[src/rtl/seq_alu_pkg.sv]
// Shared alucode constants, FSM state type and op-class helper for seq_alu.
// The M-extension codes are only executed when SEQ_ALU_MULDIV_EN is defined.
package seq_alu_pkg;

   localparam logic [4:0] ALU_ADD    = 5'd0;
   localparam logic [4:0] ALU_SUB    = 5'd1;
   localparam logic [4:0] ALU_SLL    = 5'd2;
   localparam logic [4:0] ALU_SLT    = 5'd3;
   localparam logic [4:0] ALU_SLTU   = 5'd4;
   localparam logic [4:0] ALU_XOR    = 5'd5;
   localparam logic [4:0] ALU_SRL    = 5'd6;
   localparam logic [4:0] ALU_SRA    = 5'd7;
   localparam logic [4:0] ALU_OR     = 5'd8;
   localparam logic [4:0] ALU_AND    = 5'd9;
   localparam logic [4:0] ALU_MUL    = 5'd10;
   localparam logic [4:0] ALU_MULH   = 5'd11;
   localparam logic [4:0] ALU_MULHSU = 5'd12;
   localparam logic [4:0] ALU_MULHU  = 5'd13;
   localparam logic [4:0] ALU_DIV    = 5'd14;
   localparam logic [4:0] ALU_DIVU   = 5'd15;
   localparam logic [4:0] ALU_REM    = 5'd16;
   localparam logic [4:0] ALU_REMU   = 5'd17;

   typedef enum logic [1:0] {
      IDLE = 2'd0,
      BUSY = 2'd1,
      DONE = 2'd2
   } state_t;

   function automatic logic isMulDiv(input logic [4:0] code);
      return (code >= ALU_MUL) && (code <= ALU_REMU);
   endfunction

endpackage

[src/rtl/seq_alu_muldiv.sv]
// Iterative multiply/divide engine: one shift-add or restoring-divide step per cycle
// on operand magnitudes, with sign correction applied to the final step's output.
module seq_alu_muldiv
   import seq_alu_pkg::*;
#(
   parameter int XLEN = 32
) (
   input  logic            clk,
   input  logic            rst_n,
   input  logic            start,
   input  logic [4:0]      op,
   input  logic [XLEN-1:0] x,
   input  logic [XLEN-1:0] y,
   output logic            done,
   output logic [XLEN-1:0] result
);

   localparam int CW = $clog2(XLEN) + 1;
   localparam logic [CW-1:0] LAST = CW'(XLEN - 1);

   logic            r_busy, r_isDiv, r_negQ, r_negR, r_divZero;
   logic [4:0]      r_op;
   logic [CW-1:0]   r_count;
   logic [XLEN-1:0] r_hi, r_lo, r_b, r_xOrig;

   logic            w_xNeg, w_yNeg, w_isDiv;
   logic [XLEN-1:0] w_xMag, w_yMag, w_hiNext, w_loNext, w_quo, w_rem;
   logic [XLEN:0]   w_sum, w_shift, w_diff;
   logic [2*XLEN-1:0] w_prod, w_prodS;

   assign w_isDiv = (op >= ALU_DIV) && (op <= ALU_REMU);
   assign w_xNeg  = x[XLEN-1] && (op == ALU_MULH || op == ALU_MULHSU || op == ALU_DIV || op == ALU_REM);
   assign w_yNeg  = y[XLEN-1] && (op == ALU_MULH || op == ALU_DIV || op == ALU_REM);
   assign w_xMag  = w_xNeg ? -x : x;
   assign w_yMag  = w_yNeg ? -y : y;

   // r_lo holds the multiplier (mul) or the dividend shifting into the quotient (div)
   always_comb begin
      w_sum   = {1'b0, r_hi} + (r_lo[0] ? {1'b0, r_b} : '0);
      w_shift = {r_hi, r_lo[XLEN-1]};
      w_diff  = w_shift - {1'b0, r_b};
      if (r_isDiv) begin
         w_hiNext = w_diff[XLEN] ? w_shift[XLEN-1:0] : w_diff[XLEN-1:0];
         w_loNext = {r_lo[XLEN-2:0], ~w_diff[XLEN]};
      end else begin
         w_hiNext = w_sum[XLEN:1];
         w_loNext = {w_sum[0], r_lo[XLEN-1:1]};
      end
   end

   always_comb begin
      w_prod  = {w_hiNext, w_loNext};
      w_prodS = r_negQ ? -w_prod : w_prod;
      w_quo   = r_negQ ? -w_loNext : w_loNext;
      w_rem   = r_negR ? -w_hiNext : w_hiNext;
      case (r_op)
         ALU_MUL:                         result = w_prodS[XLEN-1:0];
         ALU_MULH, ALU_MULHSU, ALU_MULHU: result = w_prodS[2*XLEN-1:XLEN];
         ALU_DIV, ALU_DIVU:               result = r_divZero ? '1 : w_quo;
         ALU_REM, ALU_REMU:               result = r_divZero ? r_xOrig : w_rem;
         default:                         result = '1;
      endcase
   end

   assign done = r_busy && (r_count == LAST);

   always_ff @(posedge clk or negedge rst_n) begin
      if (!rst_n) begin
         r_busy    <= 1'b0;
         r_isDiv   <= 1'b0;
         r_negQ    <= 1'b0;
         r_negR    <= 1'b0;
         r_divZero <= 1'b0;
         r_op      <= '0;
         r_count   <= '0;
         r_hi      <= '0;
         r_lo      <= '0;
         r_b       <= '0;
         r_xOrig   <= '0;
      end else if (start) begin
         r_busy    <= 1'b1;
         r_isDiv   <= w_isDiv;
         r_negQ    <= w_xNeg ^ w_yNeg;
         r_negR    <= w_xNeg;
         r_divZero <= (y == '0);
         r_op      <= op;
         r_count   <= '0;
         r_hi      <= '0;
         r_lo      <= w_xMag;
         r_b       <= w_yMag;
         r_xOrig   <= x;
      end else if (r_busy) begin
         r_hi    <= w_hiNext;
         r_lo    <= w_loNext;
         r_count <= r_count + 1'b1;
         if (r_count == LAST) r_busy <= 1'b0;
      end
   end

endmodule

[src/rtl/seq_alu.sv]
// Sequential ALU with valid/ready handshakes; base ops answer in one cycle.
// Define SEQ_ALU_MULDIV_EN to add the iterative multiply/divide engine.
module seq_alu
   import seq_alu_pkg::*;
#(
   parameter int XLEN = 32,
   parameter int SHW  = $clog2(XLEN)
) (
   input  logic            clk,
   input  logic            rst_n,
   input  logic [XLEN-1:0] r1,
   input  logic [XLEN-1:0] r2,
   input  logic [XLEN-1:0] imm,
   input  logic [XLEN-1:0] pc,
   input  logic [4:0]      alucode,
   input  logic            using_r2,
   input  logic            using_pc,
   input  logic            in_valid,
   output logic            in_ready,
   output logic            out_valid,
   input  logic            out_ready,
   output logic [XLEN-1:0] alu_result
);

   state_t          r_state;
   logic [XLEN-1:0] w_x, w_y, w_aluOut;
   logic [SHW-1:0]  w_shamt;
   logic            w_accept;

   assign w_x      = using_pc ? pc : r1;
   assign w_y      = using_r2 ? r2 : imm;
   assign w_shamt  = w_y[SHW-1:0];
   assign in_ready = (r_state == IDLE);
   assign w_accept = in_valid && in_ready;

   always_comb begin
      case (alucode)
         ALU_ADD:  w_aluOut = w_x + w_y;
         ALU_SUB:  w_aluOut = w_x - w_y;
         ALU_AND:  w_aluOut = w_x & w_y;
         ALU_OR:   w_aluOut = w_x | w_y;
         ALU_XOR:  w_aluOut = w_x ^ w_y;
         ALU_SLT:  w_aluOut = {{(XLEN-1){1'b0}}, $signed(w_x) < $signed(w_y)};
         ALU_SLTU: w_aluOut = {{(XLEN-1){1'b0}}, w_x < w_y};
         ALU_SLL:  w_aluOut = w_x << w_shamt;
         ALU_SRL:  w_aluOut = w_x >> w_shamt;
         ALU_SRA:  w_aluOut = $signed(w_x) >>> w_shamt;
         default:  w_aluOut = '1;
      endcase
   end

`ifdef SEQ_ALU_MULDIV_EN
   logic            w_mdStart, w_mdDone;
   logic [XLEN-1:0] w_mdResult;

   assign w_mdStart = w_accept && isMulDiv(alucode);

   seq_alu_muldiv #(.XLEN(XLEN)) u_muldiv (
      .clk    (clk),
      .rst_n  (rst_n),
      .start  (w_mdStart),
      .op     (alucode),
      .x      (w_x),
      .y      (w_y),
      .done   (w_mdDone),
      .result (w_mdResult)
   );
`endif

   // The result register is written once per operation and held through DONE
   always_ff @(posedge clk or negedge rst_n) begin
      if (!rst_n) begin
         r_state    <= IDLE;
         out_valid  <= 1'b0;
         alu_result <= '0;
      end else begin
         case (r_state)
            IDLE: begin
               if (w_accept) begin
`ifdef SEQ_ALU_MULDIV_EN
                  if (isMulDiv(alucode)) begin
                     r_state <= BUSY;
                  end else begin
                     alu_result <= w_aluOut;
                     out_valid  <= 1'b1;
                     r_state    <= DONE;
                  end
`else
                  alu_result <= w_aluOut;
                  out_valid  <= 1'b1;
                  r_state    <= DONE;
`endif
               end
            end
            BUSY: begin
`ifdef SEQ_ALU_MULDIV_EN
               if (w_mdDone) begin
                  alu_result <= w_mdResult;
                  out_valid  <= 1'b1;
                  r_state    <= DONE;
               end
`else
               r_state <= IDLE;
`endif
            end
            DONE: begin
               if (out_ready) begin
                  out_valid <= 1'b0;
                  r_state   <= IDLE;
               end
            end
            default: r_state <= IDLE;
         endcase
      end
   end

endmodule
[config.mk]
export PLATFORM = sky130hd
export DESIGN_NAME = seq_alu
export DESIGN_NICKNAME = d
export VERILOG_FILES = /design/src/rtl/seq_alu_pkg.sv /design/src/rtl/seq_alu_muldiv.sv /design/src/rtl/seq_alu.sv
export SDC_FILE = /design/constraint.sdc
export NUM_CORES = 1
export LEC_CHECK = 0
export ABC_CLOCK_PERIOD_IN_PS = 2520
export CAP_MARGIN = 20
export CORE_ASPECT_RATIO = 1.2
export CORE_MARGIN = 3
export CORE_UTILIZATION = 35
export CTS_BUF_LIST = sky130_fd_sc_hd__clkbuf_8 sky130_fd_sc_hd__clkbuf_16
export DETAILED_ROUTE_END_ITERATION = 10
export PLACE_DENSITY_LB_ADDON = 0.05
export SLEW_MARGIN = 10
export SYNTH_ARGS = -nofsm -noshare
export SYNTH_HDL_FRONTEND = slang
export SYNTH_SLANG_ARGS = --single-unit
[constraint.sdc]
create_clock -name clk -period 2.52 [get_ports clk]
set_input_delay 0.252 -clock clk [delete_from_list [all_inputs] [get_ports clk]]
set_output_delay 0.252 -clock clk [all_outputs]
set_load 0.005 [all_outputs]
==> impl_metrics.yaml <==
run_status:
  status: "finished with violations"
  violations: "negative setup slack"
sta:
  rsz0062_at_grt: "true"
  finalCriticalPeriod_ps: 3010
  hold_viol_final: 0
  drv_slew: 0
  period_share: 1.20
  max_freq_mhz: 332
  tns_ps: -9130
  finalSetupViolCount: 27
  relSlewSlack: 0.368
  setup_ws_ps: -492
  clock_skew_ps: 10.3
  tightest_slew_ps: 948
grt:
  grt_overflow_total: 0
  grt_use_met2: 0.618
  grt_start_max_net_pins: 34
  grt_pass1_wl_mm: 98.9
  busiest_layer: "met2"
  antenna_found_initial: 1
  met3_usage: 0.0401
  gr-usage-met1: 0.490
  grt_util_all_layers: 0.375
  grt_pass1_vias: 15900
clocking:
  clock-sinks: 33
  clock_latency_ps: 300
  cts_max_level: 2
  numCtsBuffers: 5
  clkTransAtPathRegs_ps: 70
  cts_tree: "built"
  clock_path_buffers: 2
  root_buffer: "clkbuf_16"
pwr:
  p_sw_frac: 0.468
  power.switching_uw: 3390
  vdd_ir_drop_max_mv: 0.238
  internal_power_uw: 3860
  p_leak_uw: 0.00875
  p_comb_frac: 0.811
  power_per_cell_area_mw_per_mm2: 362
  clock_power_share: 0.092
  sequentialPowerShare: 0.097
route:
  num_vias: 16400
  via_per_inst: 6.06
  drt_wl_total_mm: 67.6
  drt-wirelength-per-cell_um: 24.9
  ant_nets: 0
  drtIter0Drc: 1576
  drc_errors: 0
  drtPass1Iterations: 6
logic_synthesis:
  synth_edf_count: 0
  synth_cell_types: 86
  synth_cells: 1592
  synth_warnings: 0
  ys_seq_area_frac: 0.0734
  synthArstFlopShare: 1.00
  synth_seq_cells: 33
  synth_flop_cell: "dfrtp_1"
  syn_avg_cell_area_sq_um: 7.07
  synth_nets: 1832
  synth_area_sq_mm: 0.0113
die:
  io_pins: 173
  core_area_sq_mm: 0.0315
  initial_core_util: 0.357
  num_rows: 71
  dieArea_sq_mm: 0.0343
  die_h_um: 202
  die-width_um: 170
finish:
  multi_input_area_sq_mm: 0.0110
  area_delta_synth_final_pct: 78.1
  fin_area_sq_mm: 0.0200
  drive_gt1_frac: 0.414
  fillers: 2855
  regArea_sq_um: 826
  diodes: 0
  num-nets-final: 2549
  fin_cells: 2711
worst_setup_path:
  reg2reg_depth: 8
  worstReg2RegEnd: "alu_result[26]"
  setup.worst_path.start_class: "primary input"
  cp-startpoint: "using_r2"
  critPathRequiredTime_ps: 2700
  regToRegSetupSlack_ps: 110
  critPathKind: "primary input to flip-flop"
  crit_end: "alu_result[21]"
  reg2reg_from: "out_valid"
  crit_arrival_ps: 3190
  endpoint_kind: "flip-flop"
  critPathMaxFanout: 6
place:
  port_buffers: 172
  place_area_sq_mm: 0.0178
  dp.cells: 2644
  gp_congestion: 1.02
  place_hpwl_mm: 54.3
flow_run:
  drv_cap: 0
hold_path:
  min_path_type: "primary input to asynchronous set/reset pin"
-- metrics by stage --
stage,power (uW),utilization,hold WS [ps],setup WS [ps]
2_1_floorplan,3020,-,-43.6,-794
3_3_place_gp,5700,0.564,443,-1110
3_5_place_dp,5720,0.564,450,-1150
4_1_cts,6830,0.610,132,-468
5_1_grt,7560,0.636,128,-662
6_report,7250,0.636,56.4,-492
-- placed cells by master (no fill, tap or decap), types with 35 or more instances in the layout --
| cell type | Yosys | routed |
|---|---|---|
| a21oi_1 | 144 | 105 |
| buf_4 | 4 | 602 |
| clkdlybuf4s50_1 | 0 | 159 |
| ha_1 | 99 | 68 |
| inv_1 | 88 | 81 |
| mux2i_1 | 143 | 106 |
| nand2_1 | 135 | 132 |
| nand3_1 | 39 | 35 |
| nor2_1 | 157 | 146 |
| o211ai_1 | 48 | 48 |
| o21ai_0 | 100 | 66 |
-- worst max-delay path, stage by stage --
cell and delay, ps:
buf_16 120, buf_12 170, buf_6 190, mux2i_4 310, ha_4 260, buf_4 150, nor3b_1 300, nor3_2 110
o21bai_2 250, o21ai_2 130, o211ai_1 180, buf_4 200, nand3b_1 150, a21oi_2 70, o32a_1 320
-- cell usage after synthesis (9+ instances only) --
cell        n  area (sq um)
nor2b_1    14          87.6
a22oi_1    14           105
a211oi_1   24           180
a31oi_1    23           144
and3_1     15          93.8
a21o_1     12          90.1
nand4_1    14          87.6
o21a_1     15           113
buf_1      14          52.6
o32a_1     11           110
o21ai_0   100           500
mux2_2     14           158
or3_1      10          62.6
nand2_1   135           507
mux2i_1   143          1430
inv_1      88           330
buf_2      27           135
ha_1       99          1240
o22ai_1    16           100
nor3_1     40           200
o221ai_1   10          87.6
nand2b_1   12          75.1
o21bai_1   13          97.6
mux2i_2    20           275
nor2_1    157           589
a41oi_1     9          78.8
a221oi_1   20           175
o211ai_1   48           360
nor4_1     18           113
clkbuf_1   73           274
dfrtp_1    33           826
mux2i_4     9           203
o31ai_1     9          67.6
nand3_1    39           195
a21oi_1   144           721
-- sequential cells by signal, summed over array words and instances, names as in the netlist --
| signal | count |
|---|---|
| alu_result | 32 |
| out_valid | 1 |
-- logic make-up (layout without fill, tap and decap cells) --
kind of cell	Yosys count	after routing	share of synthesized area
compound gates	552	552	0.329
simple gates	487	487	0.201
buf+inv	222	940	0.0845
mux	193	193	0.196
fa+ha+maj	101	101	0.114
flops	33	33	0.0734
xor+xnor	4	4	0.00311
-- layout make-up --
type / count / area share
multi-input cells: 1337 / 0.547
well taps: 401 / 0.0250
inverters: 96 / 0.0190
clock inverters: 3 / 0.000687
flip-flops and latches: 33 / 0.0412
clock buffers: 5 / 0.00624
repair buffers: 836 / 0.361
-- layer usage --
metal,vias up,wire (um)
met4,2,4520
met1,7861,26800
li1,7405,-
met3,230,5510
met2,943,30800
met5,-,13
-- worst min path at each step --
stage	end	startpoint	slack, ps
6_report	alu_result[13]	rst_n	60
5_1_grt	alu_result[13]	rst_n	130
4_1_cts	alu_result[13]	rst_n	130
3_5_place_dp	alu_result[13]	rst_n	450
3_3_place_gp	alu_result[13]	rst_n	440
2_1_floorplan	alu_result[0]	rst_n	-40
-- what timing repair did --
| item | 4_1_cts | 5_1_grt |
|---|---|---|
| hold buffers | 0 | 0 |
| buffers inserted | 35 | 23 |
| pin swaps | 81 | 52 |
| setup endpoints to repair | 32 | 32 |
| gates resized for setup | 207 | 140 |
| cloned | 3 | 1 |
-- power by group through the flow --
stage	Combinational [uW]	Sequential, uW	Clock (uW)
6_report	5880	704	667
5_1_grt	6180	711	671
4_1_cts	5460	704	660
3_5_place_dp	5000	714	0
3_3_place_gp	4980	712	0
2_1_floorplan	2320	696	0
(Power assumes the default switching activity.)
